## src/rtl/pwm_phase_ctrl.sv

```systemverilog
// Run-time controller for the interleaved PWM phase block: shadowed carrier/compare
// configuration applied on period boundaries, soft-start ramp, stop sequencing and fault latch.
module pwm_phase_ctrl #(
    parameter int unsigned RampStep        = 16,
    parameter int unsigned DefaultMaxCount = 1000,
    parameter int unsigned DefaultStepSize = 1,
    parameter int unsigned DefaultDeadTime = 10
) (
    input  logic        MClk,
    input  logic        Rst,
    input  logic        Start,
    input  logic        FaultIn,
    input  logic        FaultClear,
    input  logic        PeriodSync,
    input  logic        CfgValid,
    output logic        CfgReady,
    input  logic [15:0] CfgCompare,
    input  logic [15:0] CfgMaxCount,
    input  logic [15:0] CfgStepSize,
    input  logic [15:0] CfgDeadTime,
    output logic [15:0] Compare,
    output logic [15:0] PWMMaxCount,
    output logic [15:0] TriangleStepSize,
    output logic [15:0] DeadTimeCount,
    output logic        PwmEnable,
    output logic [1:0]  State,
    output logic        FaultLatched
);

    typedef enum logic [1:0] {
        Idle      = 2'd0,
        SoftStart = 2'd1,
        Run       = 2'd2,
        Fault     = 2'd3
    } stateT;

    stateT       stateReg;
    logic [15:0] shadowCompareReg;
    logic [15:0] shadowMaxCountReg;
    logic [15:0] shadowStepSizeReg;
    logic [15:0] shadowDeadTimeReg;
    logic [15:0] targetReg;
    logic        pendingReg;
    logic        stopReqReg;

    logic        cfgXfer;
    logic [15:0] shadowCompareIn;
    logic        atBoundary;
    logic        applyNow;
    logic [15:0] effTarget;
    logic [16:0] rampSum;
    logic        rampDone;
    logic [15:0] rampNext;
    logic        stopNow;

    assign State           = stateReg;
    assign cfgXfer         = CfgValid & CfgReady;
    assign shadowCompareIn = (CfgCompare > CfgMaxCount) ? CfgMaxCount : CfgCompare;

    // While the carrier is stopped there is no period to protect, so apply right away.
    assign atBoundary = ((stateReg == Idle) || (stateReg == Fault)) ? 1'b1 : PeriodSync;
    assign applyNow   = pendingReg & ~FaultIn & atBoundary;
    assign effTarget  = applyNow ? shadowCompareReg : targetReg;

    // 17-bit sum keeps the ramp from wrapping near full scale; min() also covers a target
    // that dropped below the current compare.
    assign rampSum  = {1'b0, Compare} + 17'(RampStep);
    assign rampDone = (rampSum >= {1'b0, effTarget});
    assign rampNext = rampDone ? effTarget : rampSum[15:0];

    // Stop only if Start was already low before this boundary and is still low now.
    assign stopNow = stopReqReg & ~Start;

    always_ff @(posedge MClk) begin
        if (Rst) begin
            stateReg          <= Idle;
            Compare           <= '0;
            PWMMaxCount       <= 16'(DefaultMaxCount);
            TriangleStepSize  <= 16'(DefaultStepSize);
            DeadTimeCount     <= 16'(DefaultDeadTime);
            shadowCompareReg  <= '0;
            shadowMaxCountReg <= 16'(DefaultMaxCount);
            shadowStepSizeReg <= 16'(DefaultStepSize);
            shadowDeadTimeReg <= 16'(DefaultDeadTime);
            targetReg         <= '0;
            pendingReg        <= 1'b0;
            stopReqReg        <= 1'b0;
            PwmEnable         <= 1'b0;
            FaultLatched      <= 1'b0;
            CfgReady          <= 1'b1;
        end else begin
            if (cfgXfer) begin
                shadowCompareReg  <= shadowCompareIn;
                shadowMaxCountReg <= CfgMaxCount;
                shadowStepSizeReg <= CfgStepSize;
                shadowDeadTimeReg <= CfgDeadTime;
                pendingReg        <= 1'b1;
            end else if (applyNow) begin
                PWMMaxCount      <= shadowMaxCountReg;
                TriangleStepSize <= shadowStepSizeReg;
                DeadTimeCount    <= shadowDeadTimeReg;
                targetReg        <= shadowCompareReg;
                pendingReg       <= 1'b0;
            end
            // Ready drops with the transfer and returns one cycle after the apply.
            CfgReady <= cfgXfer ? 1'b0 : ~pendingReg;

            if (FaultIn) begin
                stateReg     <= Fault;
                Compare      <= '0;
                PwmEnable    <= 1'b0;
                FaultLatched <= 1'b1;
                stopReqReg   <= 1'b0;
            end else begin
                case (stateReg)
                    Idle: begin
                        Compare    <= '0;
                        PwmEnable  <= 1'b0;
                        stopReqReg <= 1'b0;
                        if (Start && !FaultLatched) begin
                            stateReg  <= SoftStart;
                            PwmEnable <= 1'b1;
                        end
                    end
                    SoftStart: begin
                        if (PeriodSync && stopNow) begin
                            stateReg   <= Idle;
                            Compare    <= '0;
                            PwmEnable  <= 1'b0;
                            stopReqReg <= 1'b0;
                        end else begin
                            stopReqReg <= ~Start;
                            if (PeriodSync) begin
                                Compare <= rampNext;
                                if (rampDone) begin
                                    stateReg <= Run;
                                end
                            end
                        end
                    end
                    Run: begin
                        if (PeriodSync && stopNow) begin
                            stateReg   <= Idle;
                            Compare    <= '0;
                            PwmEnable  <= 1'b0;
                            stopReqReg <= 1'b0;
                        end else begin
                            stopReqReg <= ~Start;
                            if (PeriodSync) begin
                                Compare <= effTarget;
                            end
                        end
                    end
                    Fault: begin
                        Compare    <= '0;
                        PwmEnable  <= 1'b0;
                        stopReqReg <= 1'b0;
                        if (FaultClear && !Start) begin
                            stateReg     <= Idle;
                            FaultLatched <= 1'b0;
                        end
                    end
                    default: begin
                        stateReg <= Idle;
                    end
                endcase
            end
        end
    end

endmodule

```

## config.mk

```make
export PLATFORM = sky130hd
export DESIGN_NAME = pwm_phase_ctrl
export DESIGN_NICKNAME = d
export VERILOG_FILES = /design/src/rtl/pwm_phase_ctrl.sv
export SDC_FILE = /design/constraint.sdc
export NUM_CORES = 1
export LEC_CHECK = 0
export ABC_AREA = 0
export CAP_MARGIN = 20
export CORE_MARGIN = 8
export CORE_UTILIZATION = 55
export CTS_CLUSTER_DIAMETER = 40
export DETAILED_ROUTE_END_ITERATION = 16
export PLACE_DENSITY = 0.95
export SLEW_MARGIN = 20
export SYNTH_ARGS = -nofsm -noshare
export SYNTH_HDL_FRONTEND = slang
export SYNTH_SLANG_ARGS = --single-unit
```

## constraint.sdc

```tcl
create_clock -name MClk -period 6.5 [get_ports MClk]
set_clock_uncertainty 0.2 [all_clocks]
set_input_delay 0.975 -clock MClk [delete_from_list [all_inputs] [get_ports MClk]]
set_output_delay 0.975 -clock MClk [all_outputs]
set_load 0.1 [all_outputs]
```

### After elaboration in Yosys (flattened, before gate mapping)

Cells that the tools add are included.

| word-level totals | value |
|---|---|
| bits in registers | 151 |
| bits of input ports | 71 |

| cells by class | value |
|---|---|
| add/subtract/negate cells | 1 |
| order comparisons | 2 |
| equal/unequal tests | 11 |
| mux-type cells | 28 |
| bitwise operators | 8 |
| reductions and logical operators | 17 |

Operators by type and width:

| cell | number |
|---|---|
| $mux W16 | 7 |
| $pmux W16 S3 | 1 |
| $add A16 B5 Y17 const B | 1 |
| $ge A17 B16 Y1 | 1 |
| $gt A16 B16 Y1 | 1 |
| $mux W2 | 7 |
| $mux W1 | 10 |
| $ne A3 B3 Y1 const B | 3 |
| $ne A4 B4 Y1 const B | 2 |
| $pmux W2 S4 | 1 |
| $ne A3 B2 Y1 const B | 2 |
| $reduce_and A2 Y1 | 3 |
| $reduce_bool A2 Y1 | 3 |
| $reduce_or A2 Y1 | 3 |
| $reduce_and A5 Y1 | 1 |
| $and A1 B1 Y1 | 4 |
| $eq A2 B2 Y1 const B | 2 |
| $not A1 Y1 | 4 |
| $logic_and A1 B1 Y1 | 3 |
| $pmux W1 S3 | 1 |
| $eq A2 B1 Y1 const B | 1 |
| $logic_not A1 Y1 | 2 |
| $logic_not A2 Y1 | 1 |
| $ne A2 B1 Y1 const B | 1 |
| 2 further kinds | 2 |

### Logic depth before layout (Yosys ltp)

| depth | value |
|---|---|
| depth in word-level cells | 11 |
| gate-level depth with buffers | 16 |

### Worst setup path before layout

No wires, ideal clock.

| path | value |
|---|---|
| kind | flip-flop to flip-flop |
| from | register stateReg[0], in the netlist State[0] |
| to | register Compare[8] |
| library setup time | 0.074 ns |
| arrival time | 4.634 ns |
| slack | 1.592 ns |
| cell stages (with the launch flop) | 16 |
| period minus slack after synthesis | 4.908 ns |
| cell sequence | dfxtp_1 > inv_1 > ha_1 > nand2b_1 > and2_4 > buf_8 > clkbuf_1 > mux2i_1 > ha_1 > a21oi_1 > o21ai_0 > nand3b_1 > o221a_4 > or4_4 > or3_1 > o211ai_2 |

| between the ends | value |
|---|---|
| longest elaborated chain between the ends | 10 |
| elaborated cells on any way between the ends | 19 |

RTL lines:

| element | line | text |
|---|---|---|
| from (decl) | 37 | `stateT stateReg;` |
| from (signal assigned) | 76 | `stateReg <= Idle;` |
| from (signal assigned) | 109 | `stateReg <= Fault;` |
| from (signal assigned) | 121 | `stateReg <= SoftStart;` |
| $eq A2 B2 Y1 or $logic_not A2 Y1 (tied branches) | 61, 115 |  |
| $logic_or A1 B1 Y1 | 61 | `assign atBoundary = ((stateReg == Idle) \|\| (stateReg == Fault)) ? 1'b1 : PeriodSync;` |
| $mux W1 | 61 |  |
| $and A1 B1 Y1 | 62 | `assign applyNow = pendingReg & ~FaultIn & atBoundary;` |
| $mux W16 | - |  |
| $ge A17 B16 Y1 | 68 | `assign rampDone = (rampSum >= {1'b0, effTarget});` |
| $mux W16 | 69 | `assign rampNext = rampDone ? effTarget : rampSum[15:0];` |
| $mux W16 | 133 | `if (PeriodSync) begin` |
| $mux W16 | 126 | `if (PeriodSync && stopNow) begin` |
| $pmux W16 S3 | 115 | `case (stateReg)` |
| to (signal assigned) | 134 | `Compare <= rampNext;` |
| to (signal assigned) | 150 | `Compare <= effTarget;` |
| to (decl) | 21 | `output logic [15:0] Compare,` |

Parallel ways exist; a longest one is shown, timed or not. The select of a mux whose other input is x is not followed.
A chain may end at the register's enable or synchronous reset.

### Worst setup path in the final report

| path | value |
|---|---|
| from | input port FaultIn |
| to | register Compare[8] |

| between the ends | value |
|---|---|
| longest elaborated chain between the ends | 9 |
| elaborated cells on any way between the ends | 12 |

RTL lines:

| element | line | text |
|---|---|---|
| from (decl) | 12 | `input logic FaultIn,` |
| $not A1 Y1 | 62 |  |
| $and A1 B1 Y1 (2 in a row) | 62 |  |
| $mux W16 | - |  |
| $ge A17 B16 Y1 | 68 |  |
| $mux W16 | 69 |  |
| $mux W16 | 133 |  |
| $mux W16 | 126 |  |
| $pmux W16 S3 | 115 |  |

Parallel ways exist; a longest one is shown, timed or not. The select of a mux whose other input is x is not followed.

==> results.toml <==
[floorplanning]
die_w_um = 127.4
die-area_mm2 = 0.01623
ios = 140
num_rows = 40
die_y_um = 127.4
core_mm2 = 0.01206
start_util_pct = 56.58

[grt]
track_usage_pct = 22.35
grt_antenna_before_repair = 0
grt_first_pass_wirelength_um = 29360
grt_pass1_vias = 6088
grt_overflow_total = 0
grt_max_degree = 80

[detailed_routing]
vias = 6217
drt.antenna.violating_nets = 0
dr.pass1.iters = 5
wl_per_cell_um = 16.41
via_per_inst = 5.492
wl_um = 18570
drc = 0
drt-initial-drc-count = 533

[sta]
drv_slew = 0
period_share_pct = 72.03
tns_ps = 0
max_slew_margin_pct = 29.17
grt_setup_unrepaired = "false"
whs_ps = 250.3
min_period_ps = 4682
max_freq_ghz = 0.2136
finalSetupViolCount = 0
tightest_slew_ps = 1059
final_hold_viol_count = 0

[critical_path]
path_max_fanout = 18
reg2reg_depth = 13
worstSetupStartpoint = "FaultIn"
cp-end-kind = "flip-flop"
path_delay_family = "simple AND/OR/NAND/NOR gates"
cp.arrival_ps = 4830
regToRegSetupSlack_ps = 2060
path_depth = 12
critPathSlowestCell = "nor4_2"
path_common_cell = "a21oi_1"
rr_startpoint = "State[0]"
worstSetupEndpoint = "Compare[8]"
slowest_delay_ps = 910
critPathRequiredTime_ps = 6650
worstPathCellList = "clkdlybuf4s50_1 > nor2b_4 > and2_4 > mux2i_1 > ha_1 > a21oi_1 > o21ai_0 > nand3b_1 > o221a_4 > nor4_2 > a21oi_1 > o211ai_2"
cp-start-kind = "input port"
path_buf_inv = 1
critical_path.reg2reg.endpoint = "Compare[8]"
critPathKind = "in -> reg"

[clocking]
numCtsBuffers = 17
h-tree-depth = 4
cts_tree = "done"
ctsHoldBuffers = 0
clock_sinks = 151
cts_setup_buffers = 0
path_clk_slew_ps = 60
cts_resized = 0
cts_buffer_depth = 2
clock_latency_ps = 420
cts.root.buffer_cell = "clkbuf_16"

[final_layout]
synthToLayoutAreaGrowth_pct = 30.40
fill_cells = 907
diodes = 0
drive_above_1_share_pct = 5.602
layout.nets = 1060

[synth]
ys_seq_elements = 151
dominantRegCellSynth = "dfxtp_1"
yosysTopAreaCell = "dfxtp_1"
synth-edff-count = 0
synthesis.area_mm2 = 0.006824
async_reset_ff_share_pct = 0
yosysSeqAreaShare_pct = 44.30
synth_area_leaders = "dfxtp_1, nand2_1, a21oi_1"
synthCells = 835
synth_top_area_share_pct = 44.30
ys_types = 58
synth_warnings = 0
netlist_top_cells_count = "nand2_1, dfxtp_1, a21oi_1, clkbuf_1, ha_1"
avgSynthCellArea_um2 = 8.173
yosysMostFrequentCell = "nand2_1"
synth_nets = 944

[hold_path]
min_path_type = "reg -> reg"

[placement]
io_buffers = 139
routabilityCongestion = 0.9104
dp_hpwl_um = 12590

[power_and_ir_drop]
p_per_area_mw_per_mm2 = 265.2
peakVddDrop_v = 0.0002129
p_leak_nw = 3.387

[run]
max_cap_violations = 0

[run_status]
outcome = "finished, final reports clean"
-- logic make-up (layout without fill, tap and decap cells) --
kind of cell / after synthesis / after routing / share of synthesized area [%]
and+or+nand+nor: 341 / 341 / 21.71
muxes: 32 / 32 / 4.712
xor gates and xnor gates: 8 / 8 / 1.027
adders and majority gates: 38 / 38 / 6.967
DFF: 151 / 151 / 44.30
AOI/OAI and AO/OA: 185 / 185 / 16.68
buffers and inverters: 80 / 209 / 4.602
-- stage by stage --
step	cells	instance area (um2)	setup WS [ps]	util (%)	power, W
floorplan	835	6824	1592	-	0.001247
global placement	1100	8282	1593	68.66	0.001353
detailed placement	1100	8282	1534	68.66	0.001362
CTS	1132	8891	1956	73.71	0.002368
global route	1132	8899	1676	73.78	0.002440
finish	1132	8899	1818	73.78	0.002360
-- metal layers --
layer / share of wire, % / global-route usage (%) / wire length [um]
met1: 43 / 26.30 / 7952
met2: 48 / 37.25 / 8964
met3: 6.8 / 5.865 / 1260
met4: 2.1 / 10.57 / 397
met5: 0 / 0 / 0
-- worst min-delay path by stage --
stage          cells past startpoint                   end                  start  slack (ps)
2_1_floorplan                      2      DeadTimeCount[0]   shadowDeadTimeReg[0]         230
3_3_place_gp                       2  TriangleStepSize[14]  shadowStepSizeReg[14]         240
3_5_place_dp                       2       PWMMaxCount[10]  shadowMaxCountReg[10]         240
4_1_cts                            2       PWMMaxCount[10]  shadowMaxCountReg[10]         250
5_1_grt                            2       PWMMaxCount[10]  shadowMaxCountReg[10]         260
6_report                           2   TriangleStepSize[8]   shadowStepSizeReg[8]         250
-- final cells by class --
cell class	instances	area, um2	area share, %
clock buffer	18	439.2	4.935
clock inverter	14	170.2	1.912
inverter	32	120.1	1.350
multi-input combinational	604	3502	39.36
sequential	151	3023	33.97
tap	168	210.2	2.362
timing repair buffer	145	1434	16.11
-- power by group --
group,leakage (nW),total (W),internal [W],switching (W)
Clock,0.301,0.00101,0.000617,0.000394
Sequential,1.23,0.000996,0.000967,0.0000293
Combinational,1.85,0.000352,0.000131,0.000221
-- flip-flops by register name, summed over array words and instances (netlist names) --
| register | flops |
|---|---|
| CfgReady | 1 |
| Compare | 16 |
| DeadTimeCount | 16 |
| FaultLatched | 1 |
| PWMMaxCount | 16 |
| PwmEnable | 1 |
| State | 2 |
| TriangleStepSize | 16 |
| pendingReg | 1 |
| shadowCompareReg | 16 |
| shadowDeadTimeReg | 16 |
| shadowMaxCountReg | 16 |
| shadowStepSizeReg | 16 |
| stopReqReg | 1 |
| targetReg | 16 |
-- worst min-delay path, delay by kind of cell (launching register included) --
family          cells  cell delay [ps]
flops               1              310
compound gates      1               50
simple gates        1               50
-- placed cells by master (no fill, tap or decap), types with 4 or more instances in the layout --
cell type / synthesis / layout
o211ai_1: 7 / 7
nor2_1: 37 / 37
a211o_1: 7 / 7
o22ai_1: 4 / 4
nand4_1: 8 / 8
dfxtp_1: 151 / 151
xnor2_1: 5 / 5
nand2_1: 236 / 234
buf_4: 0 / 7
inv_1: 32 / 32
o21ai_0: 7 / 7
mux2i_1: 31 / 31
clkbuf_16: 0 / 17
inv_6: 0 / 4
nand3_1: 9 / 9
clkdlybuf4s50_1: 0 / 138
nand3b_1: 15 / 15
nor3_1: 8 / 8
clkinv_2: 0 / 4
nand2b_1: 5 / 5
a211oi_1: 18 / 18
a21oi_1: 111 / 111
ha_1: 38 / 38
nor2b_1: 4 / 4
Note: power is estimated with default switching activity, not from simulation.
